==> src/rtl/ifu_pkg.sv <==
`default_nettype none
// ============================================================================
// Module      : ifu_pkg
// Description : Shared types and constants for the instruction fetch unit.
// Revision    : 1.0
// ============================================================================
package ifu_pkg;

    typedef enum logic [2:0] {
        ST_BOOT = 3'd0,
        ST_REQ  = 3'd1,
        ST_WAIT = 3'd2,
        ST_HOLD = 3'd3,
        ST_ERR  = 3'd4
    } ifu_state_t;

    localparam logic [31:0] RESET_PC_DEFAULT = 32'h8000_0000;
    localparam logic [31:0] INST_BYTES       = 32'd4;

    function automatic logic word_aligned(input logic [31:0] addr);
        return (addr[1:0] == 2'b00);
    endfunction

endpackage
`default_nettype wire

==> src/rtl/ifu.sv <==
`default_nettype none
// ============================================================================
// Module      : ifu
// Description : Single-outstanding instruction fetch unit with redirect kill.
// Revision    : 1.0
// ============================================================================
module ifu #(
    parameter logic [31:0] RESET_PC = ifu_pkg::RESET_PC_DEFAULT
) (
    input  logic        clk,
    input  logic        rst,
    output logic        mem_req_valid,
    input  logic        mem_req_ready,
    output logic [31:0] mem_req_addr,
    input  logic        mem_rsp_valid,
    input  logic [31:0] mem_rsp_data,
    input  logic        mem_rsp_err,
    output logic        inst_valid,
    input  logic        inst_ready,
    output logic [31:0] inst,
    output logic [31:0] pc,
    input  logic        redirect_valid,
    input  logic [31:0] redirect_pc,
    output logic        fetch_err
);
    import ifu_pkg::*;

    ifu_state_t  r_state;
    logic [31:0] r_fetch_pc;
    logic [31:0] r_pend_pc;
    logic        r_kill;
    logic [31:0] r_inst;
    logic [31:0] r_pc;
    logic        w_redirect_bad;

    assign w_redirect_bad = redirect_valid && !word_aligned(redirect_pc);

    always_ff @(posedge clk) begin
        if (rst) begin
            r_state    <= ST_BOOT;
            r_fetch_pc <= RESET_PC;
            r_pend_pc  <= RESET_PC;
            r_kill     <= 1'b0;
            r_inst     <= 32'd0;
            r_pc       <= RESET_PC;
        end else begin
            case (r_state)
                ST_BOOT: begin
                    if (w_redirect_bad) begin
                        r_state <= ST_ERR;
                    end else begin
                        r_state <= ST_REQ;
                        if (redirect_valid) r_fetch_pc <= redirect_pc;
                    end
                end
                // The request address stays fixed until accepted; a redirect
                // here only arms the kill of the eventual response.
                ST_REQ: begin
                    if (w_redirect_bad) begin
                        r_state <= ST_ERR;
                    end else begin
                        if (redirect_valid) begin
                            r_pend_pc <= redirect_pc;
                            r_kill    <= 1'b1;
                        end
                        if (mem_req_ready) r_state <= ST_WAIT;
                    end
                end
                ST_WAIT: begin
                    if (w_redirect_bad) begin
                        r_state <= ST_ERR;
                    end else if (mem_rsp_valid) begin
                        if (r_kill || redirect_valid) begin
                            r_kill     <= 1'b0;
                            r_fetch_pc <= redirect_valid ? redirect_pc : r_pend_pc;
                            r_state    <= ST_REQ;
                        end else if (mem_rsp_err) begin
                            r_state <= ST_ERR;
                        end else begin
                            r_inst  <= mem_rsp_data;
                            r_pc    <= r_fetch_pc;
                            r_state <= ST_HOLD;
                        end
                    end else if (redirect_valid) begin
                        r_pend_pc <= redirect_pc;
                        r_kill    <= 1'b1;
                    end
                end
                // A redirect beats a same-cycle decode handshake.
                ST_HOLD: begin
                    if (w_redirect_bad) begin
                        r_state <= ST_ERR;
                    end else if (redirect_valid) begin
                        r_fetch_pc <= redirect_pc;
                        r_state    <= ST_REQ;
                    end else if (inst_ready) begin
                        r_fetch_pc <= r_pc + INST_BYTES;
                        r_state    <= ST_REQ;
                    end
                end
                ST_ERR: begin
                    r_state <= ST_ERR;
                end
                default: begin
                    r_state <= ST_ERR;
                end
            endcase
        end
    end

    assign mem_req_valid = (r_state == ST_REQ);
    assign mem_req_addr  = r_fetch_pc;
    assign inst_valid    = (r_state == ST_HOLD);
    assign inst          = r_inst;
    assign pc            = r_pc;
    assign fetch_err     = (r_state == ST_ERR);

endmodule
`default_nettype wire

==> config.mk <==
export PLATFORM = sky130hd
export DESIGN_NAME = ifu
export DESIGN_NICKNAME = d
export VERILOG_FILES = /design/src/rtl/ifu_pkg.sv /design/src/rtl/ifu.sv
export SDC_FILE = /design/constraint.sdc
export NUM_CORES = 1
export LEC_CHECK = 0
export BUFFER_PORTS_ARGS = -buffer_cell sky130_fd_sc_hd__buf_2
export CAP_MARGIN = 20
export CORE_ASPECT_RATIO = 0.6
export CORE_UTILIZATION = 35
export CTS_CLUSTER_SIZE = 20
export DETAILED_ROUTE_END_ITERATION = 7
export HOLD_SLACK_MARGIN = 0.02
export PLACE_DENSITY = 0.55
export SYNTH_ARGS = -nofsm -noshare
export SYNTH_HDL_FRONTEND = slang
export SYNTH_SLANG_ARGS = --single-unit
==> constraint.sdc <==
create_clock -name clk -period 6.1 [get_ports clk]
set_input_delay 0.305 -clock clk [delete_from_list [all_inputs] [get_ports clk]]
set_output_delay 0.305 -clock clk [all_outputs]
set_load 0.02 [all_outputs]
==> results.cfg, run 1 <==
[outcome]
status = completed

[timing]
holdWs_ns = 0.122
min_period_ns = 2.67
rsz0062_at_grt = false
relSlewSlack = 0.216
max_freq_mhz = 374
skew_ns = 0.0106
min_period_over_period = 0.438
hold_violations = 0
timing.setup.tns_ns = 0
tightest_slew_ns = 1.17
drv_slew = 0
finalSetupViolCount = 0
fin_ws_ns = 3.43

[worst_setup_path]
cp-start-kind = register
worstPathRequired_ns = 6.42
path_delay_family = simple AND/OR/NAND/NOR gates
critical_path_buf_inv_count = 1
cp_data_arrival_time_ns = 3.00
cp_slowest_cell = nor2_1
worstPathCellList = buf_4, nand3b_1, nor2_1, o21ai_0, a211oi_1
end_kind = register
cp_slowest_stage_delay_ns = 0.99
path_max_fanout = 32
crit_type = register to register

[layout]
utilization = 0.444
final_cell_area_um2 = 7660
fin_cells = 1157
final_common_cell = nand2_1
area_growth_pct = 22.9
drive_gt1_frac = 0.254
fill_cells = 1764
nNetsFinal = 982
diodes = 0
final_cell_mix = nand2_1 (169), buf_2 (168), dfxtp_1 (132)

[logic_synthesis]
synth_cell_type_count = 56
syn-cell-area_um2 = 6230
yosys_warnings = 0
synth_fp_nets = 846
syn_inst = 774
synth-seq-area-share = 0.424
synth_xor_area_frac = 0.0183
synth_top_family_by_area = simple AND/OR/NAND/NOR gates
synth-simple-area-share = 0.240
ys_seq_elements = 132
synth_edf_count = 0
synth_top_flop_cell = dfxtp_1
synth_fa_ha_area_frac = 0.00201
synth_compound_area_frac = 0.198
avgSynthCellArea_um2 = 8.05
synthArstFlopShare = 0
muxShareOfSynthArea = 0.0546

[placed_design]
dpl_cell_area_um2 = 7080
routabilityCongestion = 0.804
port_buffers = 169
post-place-ws_ns = 2.86
placed_cells = 1123
dp_hpwl_mm = 13.1

[floorplanning]
dieArea_um2 = 18400
start_util = 0.361
num_rows = 37
fp.dieH_um = 105
top_level_ports = 170
dieWidth_um = 174
coreArea_um2 = 17300

[routing]
vias = 6029
first_pass_iters = 5
drt_iter0_markers = 423
wire_per_inst_um = 16.9
route.detailed.drc = 0
wirelength_mm = 19.5
antenna_left = 0
vias_per_cell = 5.21

[clocking]
post_cts_resized = 0
cts_made_buffers = 17
clkSinkCount = 132
ctsHoldBuffers = 0
clock_path_buffers = 2
cts-root-buf = clkbuf_16
post-cts-setup-buffer-count = 0
clk_pin_slew_ns = 0.06
htreeDepth = 4
clk-insertion-delay-late_ns = 0.42
cts_tree = done

[global_route]
grt.overflow.total = 0
grt_pass1_wl_mm = 30.6
grt_usage = 0.213
antenna_found_initial = 0
grt_pass1_vias = 5389
grt_max_degree = 67

[run]
drv_cap = 0

[min_path]
hold_path_class = primary input to register

[pwr]
vdd_drop_max_uv = 185
power_mw = 1.99
p_leak_nw = 3.21
power_density_nw_per_um2 = 260
layout make-up:
class | count | area, um^2 | share of cell area
inverters | 10 | 37.5 | 0.00490
well taps | 234 | 293 | 0.0382
flip-flops and latches | 132 | 2640 | 0.345
clock inverters | 12 | 108 | 0.0140
repair buffers | 178 | 927 | 0.121
multi-input cells | 571 | 3200 | 0.418
clock buffers | 20 | 447 | 0.0583
logic make-up (layout without fill, tap and decap cells):
group                    count (synthesis)  in the layout
flip-flops                             132            132
AND/OR/NAND/NOR                        325            325
XOR/XNOR                                13             13
adder cells (fa/ha/maj)                  1              1
buffers and inverters                   71            220
multiplexers                            34             34
AO/OA/AOI/OAI                          198            198
state kept, by name, indices dropped and copies added (netlist names):
register      flops
pc               32
mem_req_addr     32
r_kill            1
inst             32
r_pend_pc        32
r_state           3
metal layers:
layer | routed length (um) | share of wire | GRT usage | up-vias
li1 | - | - | - | 2985
met2 | 7920 | 0.41 | 0.298 | 219
met3 | 1250 | 0.064 | 0.0415 | 17
met5 | 0 | 0 | 0 | -
met1 | 10200 | 0.52 | 0.324 | 2808
met4 | 187 | 0.0096 | 0.0608 | 0
worst register-to-register path: stages, from the launching register on:
cell and delay, ns:
dfxtp_1 0.30, buf_4 0.33, nand3b_1 0.37, nor2_1 1.00
o21ai_0 0.31, a211oi_1 0.28
cells in the mapped netlist (7+ instances only):
master | number | share of area
inv_1 | 10 | 0.0060
buf_6 | 14 | 0.025
dfxtp_1 | 132 | 0.42
a21oi_1 | 84 | 0.067
a211oi_1 | 12 | 0.014
o211ai_1 | 8 | 0.0096
nor2_1 | 55 | 0.033
nor3_1 | 15 | 0.012
xnor2_1 | 10 | 0.014
nand2_1 | 169 | 0.10
nor4_1 | 9 | 0.0090
buf_2 | 7 | 0.0056
nand3_1 | 11 | 0.0088
clkbuf_1 | 37 | 0.022
nand2b_1 | 8 | 0.0080
o21ai_0 | 38 | 0.031
mux2i_1 | 34 | 0.055
a21oi_2 | 16 | 0.022
and3_1 | 16 | 0.016
nand4_1 | 13 | 0.013
report_power, final:
group / switching [mW] / internal [mW]
Sequential: 0.0105 / 0.874
Clock: 0.403 / 0.571
Combinational: 0.0863 / 0.0460
path summary, 6_finish.rpt:
path / cells after the start / end / slack (ns) / startpoint
worst max-delay path: 5 / mem_req_addr[24] / 3.43 / r_state[0]
worst min-delay path: 3 / inst[7] / 0.12 / mem_rsp_data[7]
worst max register to register: 5 / mem_req_addr[24] / 3.43 / r_state[0]
worst min register to register: 2 / inst[19] / 0.45 / inst[19]
(Power assumes the default switching activity.)
==> run 2, diff against run 1 <==
==> constraint.sdc (replaced) <==
create_clock -name clk -period 2.5 [get_ports clk]
set_input_delay 0.125 -clock clk [delete_from_list [all_inputs] [get_ports clk]]
set_output_delay 0.125 -clock clk [all_outputs]
set_load 0.02 [all_outputs]
==> run 2 against run 1 <==
Net effect:
- total power rose to 2.6 times the previous value
- largest power group unchanged
- first-iteration DRC count decreased by 16%
- maximum frequency up 23%
- critical endpoint is now mem_req_addr[28]
- cell area rose by 11%
- non-clock buffer count is 82 higher
- critical path depth grew 1
- hold slack got worse by 0.087 ns
==> results.cfg, run 2 (synthesis gave the netlist of run 1 again) <==
[outcome]
status = completed

[clocking]
htreeDepth = 4
clock_path_buffers = 2
clk-insertion-delay-late_ns = 0.42
clk_pin_slew_ns = 0.06
post-cts-setup-buffer-count = 0
clkSinkCount = 132
cts-root-buf = clkbuf_16
cts_made_buffers = 17
cts_tree = done
post_cts_resized = 0

[global_route]
grt.overflow.total = 0
grt_use_met2 = 0.336
use_met3 = 0.0613
grt_pass1_vias = 5976
grt_usage = 0.230
antenna_found_initial = 0
gr-max-usage-layer = met2
grt_max_degree = 65
grt_pass1_wl_mm = 32.9
grtUsageMet1 = 0.332

[timing]
hold_violations = 0
holdWs_ns = 0.0349
rsz0062_at_grt = false
skew_ns = 0.0144
min_period_over_period = 0.871
timing.setup.tns_ns = 0
max_freq_mhz = 459
finalSetupViolCount = 0
min_period_ns = 2.18
relSlewSlack = 0.454
drv_slew = 0
tightest_slew_ns = 0.811

[floorplanning]
coreArea_um2 = 17300
fp.dieH_um = 105
dieArea_um2 = 18400
top_level_ports = 170
num_rows = 37
dieWidth_um = 174
start_util = 0.361

[pwr]
pwr-share-seq = 0.419
power_density_nw_per_um2 = 609
vdd_drop_max_uv = 541
p_int_mw = 3.89
power_switching_mw = 1.27
p_sw_frac = 0.246
p_leak_nw = 3.59
combPwrFrac = 0.079
pwr-share-clk = 0.503

[layout]
final_cell_mix = nand2_1 (169), buf_2 (168), dfxtp_1 (132)
nNetsFinal = 1064
area_growth_pct = 36.0
diodes = 0
final_common_cell = nand2_1
drive_gt1_frac = 0.256

[worst_setup_path]
worstPathCellList = or4b_1, nand2_1, nand2_1, buf_4, o31ai_1, o21ai_0
crit_type = register to register
end_kind = register
cp_slowest_stage_delay_ns = 0.65
cp-start-kind = register
cp_data_arrival_time_ns = 2.46
path_max_fanout = 20
critical_path_buf_inv_count = 1
path_delay_family = simple AND/OR/NAND/NOR gates
cp_slowest_cell = or4b_1
crit_top_cell = nand2_1
worstPathRequired_ns = 2.78

[routing]
vias_per_cell = 5.06
route.detailed.drc = 0
vias = 6267
wirelength_mm = 20.7
antenna_left = 0
first_pass_iters = 5
drt_iter0_markers = 356
wire_per_inst_um = 16.7

[min_path]
hold_path_class = primary input to register

[placed_design]
port_buffers = 169
routabilityCongestion = 0.822
dp_hpwl_mm = 13.7

[run]
drv_cap = 0
## run 2: changes by cell type in the layout (fill, tap and decap cells not counted)
cell | previous run | this run
clkinvlp_4 | 3 | 2
clkinv_2 | 4 | 2
buf_12 | 0 | 1
clkinv_4 | 3 | 4
buf_4 | 8 | 31
clkbuf_1 | 2 | 1
buf_8 | 1 | 0
inv_6 | 1 | 3
buf_6 | 1 | 0
dlygate4sd3_1 | 0 | 60
clkbuf_8 | 1 | 0
bufinv_16 | 1 | 3
## run 2: worst register-to-register path, cell delays in order (launching register included)
cell     delay (ns)
dfxtp_1        0.40
or4b_1         0.65
nand2_1        0.13
nand2_1        0.19
buf_4          0.30
o31ai_1        0.26
o21ai_0        0.11
## run 2: path summary, 6_finish.rpt
path                   start                to  slack, ns  cells past startpoint
min          redirect_pc[11]     r_pend_pc[11]       0.03                      3
max reg2reg       r_state[2]  mem_req_addr[28]       0.32                      6
max               r_state[2]  mem_req_addr[28]       0.32                      6
min reg2reg          inst[1]           inst[1]       0.45                      2
## run 2: cell type report
cell class	instances	area, um^2
inverters	10	37.5
fillers	1691	8790
repair buffers	260	1690
clock inverters	14	176
clock buffers	18	429
flip-flops and latches	132	2640
well taps	234	293
multi-input cells	571	3200
## run 2: power groups by stage
stage                     clock network [mW]  registers [mW]  logic, mW
after global placement                     0            2.21      0.332
after detailed placement                   0            2.21      0.331
after global routing                    2.75            2.16      0.439
after floorplan                            0            2.22      0.166
final                                   2.60            2.16      0.406
after CTS                               2.65            2.16      0.404
## run 2: metrics by stage
stage	setup slack, ns	cells	instance area, um^2	power (mW)	util
after floorplan	0.410	774	6230	2.38	-
after global placement	0.323	1147	7270	2.54	0.421
after detailed placement	0.339	1147	7270	2.54	0.421
after CTS	0.295	1239	8480	5.21	0.491
after global routing	0.152	1239	8480	5.35	0.491
final	0.322	1239	8480	5.16	0.491
## run 2: routing by layer
layer,vias to the layer above,routed length (um)
met5,-,0
met4,0,97
met3,8,1320
met2,184,8730
met1,2930,10500
li1,3145,-
## run 2: what timing repair did
action | in CTS | in global routing
endpoints found under the setup margin | 0 | 0
hold buffers | 60 | 0
endpoints found under the hold margin | 63 | 0
==> run 3, diff against run 2 <==
--- a/config.mk
+++ b/config.mk
@@ -12,7 +12,8 @@
 export CTS_CLUSTER_SIZE = 20
 export DETAILED_ROUTE_END_ITERATION = 7
 export HOLD_SLACK_MARGIN = 0.02
-export PLACE_DENSITY = 0.55
+export PLACE_DENSITY_LB_ADDON = 0.1
+export RECOVER_POWER = 100
 export SYNTH_ARGS = -nofsm -noshare
 export SYNTH_HDL_FRONTEND = slang
 export SYNTH_SLANG_ARGS = --single-unit
==> run 3 against run 2 <==
Net effect:
- non-clock buffer count is 4 higher
- count of clock-buffer cells in the layout is 1 lower
- critical endpoint is now pc[12]
- core utilization is 0.71 points lower
- register-to-register slack worse by 0.18 ns
- first-iteration DRC count is 42% higher
- critical path type unchanged
- clock power hardly changed
- combinational power hardly changed
- hold slack better by 0.046 ns
- critical path depth is 2 lower
- die area stayed put
- via count is 2.5% higher
- total power is 0.22% higher
==> results.cfg, run 3 (synthesis gave the netlist of run 1 again) <==
[clocking]
clk_pin_slew_ns = 0.06
clk-insertion-delay-late_ns = 0.42
post_cts_resized = 0
cts-root-buf = clkbuf_16
clock_path_buffers = 2
post-cts-setup-buffer-count = 0
htreeDepth = 4
clkSinkCount = 132
cts_tree = done
cts_made_buffers = 17

[worst_setup_path]
worstPathCellList = or3b_1, or4_4, nand2_1, a21oi_2
critical_path_buf_inv_count = 0
worstPathRequired_ns = 2.77
cp_data_arrival_time_ns = 2.63
cp_slowest_stage_delay_ns = 0.88
crit_type = register to register
cp-start-kind = register
end_kind = register
cp_slowest_cell = or4_4
path_max_fanout = 65
path_delay_family = simple AND/OR/NAND/NOR gates

[layout]
final_common_cell = nand2_1
diodes = 0
utilization = 0.484
nNetsFinal = 1068
final_cell_mix = nand2_1 (169), dfxtp_1 (132), clkbuf_1 (98)
final_cell_area_um2 = 8350
area_growth_pct = 34.1
drive_gt1_frac = 0.155

[global_route]
grt_max_degree = 116
grt_pass1_vias = 5963
antenna_found_initial = 0
grt_usage = 0.234
grt_pass1_wl_mm = 33.4
grt.overflow.total = 0

[run]
drv_cap = 0

[timing]
skew_ns = 0.0116
fin_ws_ns = 0.141
hold_violations = 0
timing.setup.tns_ns = 0
min_period_over_period = 0.944
tightest_slew_ns = 0.818
rsz0062_at_grt = false
min_period_ns = 2.36
drv_slew = 0
max_freq_mhz = 424
relSlewSlack = 0.454
finalSetupViolCount = 0

[routing]
wirelength_mm = 21.1
vias = 6421
vias_per_cell = 5.17
drt_iter0_markers = 506
wire_per_inst_um = 17.0
first_pass_iters = 5
antenna_left = 0
route.detailed.drc = 0

[pwr]
vdd_drop_max_uv = 474
p_leak_nw = 3.18
power_density_nw_per_um2 = 619
power_mw = 5.17

[floorplanning]
fp.dieH_um = 105
coreArea_um2 = 17300
top_level_ports = 170
num_rows = 37
dieWidth_um = 174
start_util = 0.361
dieArea_um2 = 18400

[placed_design]
dp_hpwl_mm = 13.8
post-place-ws_ns = 0.181
dpl_cell_area_um2 = 7300
routabilityCongestion = 0.822
port_buffers = 169

[outcome]
status = completed

[min_path]
hold_path_class = primary input to register
run 3: cell count changes in the layout (fill, tap and decap cells not counted), moves of 2 or more:
cell           previous run  this run
a21oi_1                  84        90
a21oi_2                  16        10
and2_0                    0         2
and2_1                    4         2
buf_2                   168        71
buf_4                    31        24
clkbuf_1                  1        98
clkbuf_2                  0         7
clkinvlp_4                2         5
dlygate4sd3_1            60        62
run 3: tightest hold or removal path, cell delays in order:
cell	delay, ns
buf_2	0.11
o211ai_1	0.11
a21oi_1	0.12
run 3: timing repair:
| item | 4_1_cts | 5_1_grt |
|---|---|---|
| hold buffers | 62 | 0 |
| endpoints found under the setup margin | 0 | 0 |
| hold endpoints to repair | 63 | 0 |
run 3: path summary, 6_finish.rpt:
| kind | from | end | slack (ns) | depth (start not counted) |
|---|---|---|---|---|
| max | r_state[1] | pc[12] | 0.14 | 4 |
| min | redirect_pc[0] | mem_req_addr[0] | 0.08 | 3 |
| max reg2reg | r_state[1] | pc[12] | 0.14 | 4 |
| min reg2reg | inst[0] | inst[0] | 0.45 | 2 |
run 3: stage by stage:
stage / std cells / hold WS (ns)
final: 1243 / 0.0807
after global routing: 1243 / 0.105
after CTS: 1243 / 0.0674
after detailed placement: 1149 / 0.373
after global placement: 1149 / 0.368
after floorplan: 774 / 0.250
run 3: final cells by class:
type                            count  area, um^2
Timing Repair Buffer              264        1600
Multi-Input combinational cell    571        3180
Clock inverter                     15         181
Tap cell                          234         293
Clock buffer                       17         425
Fill cell                        1773        8910
Inverter                           10        37.5
Sequential cell                   132        2640
run 3: metal layers:
layer	global-route usage	vias to the layer above	wire (um)
met5	0	-	0
met4	0.0508	0	113
met1	0.343	3036	10800
met3	0.0599	14	1370
li1	-	3164	-
met2	0.338	207	8840
run 3: where the power goes:
part           leakage [nW]  switching [mW]  internal [mW]  total [mW]
clock                 0.282            1.03           1.57        2.61
combinational          1.83           0.230          0.179       0.409
sequential             1.07          0.0241           2.13        2.16
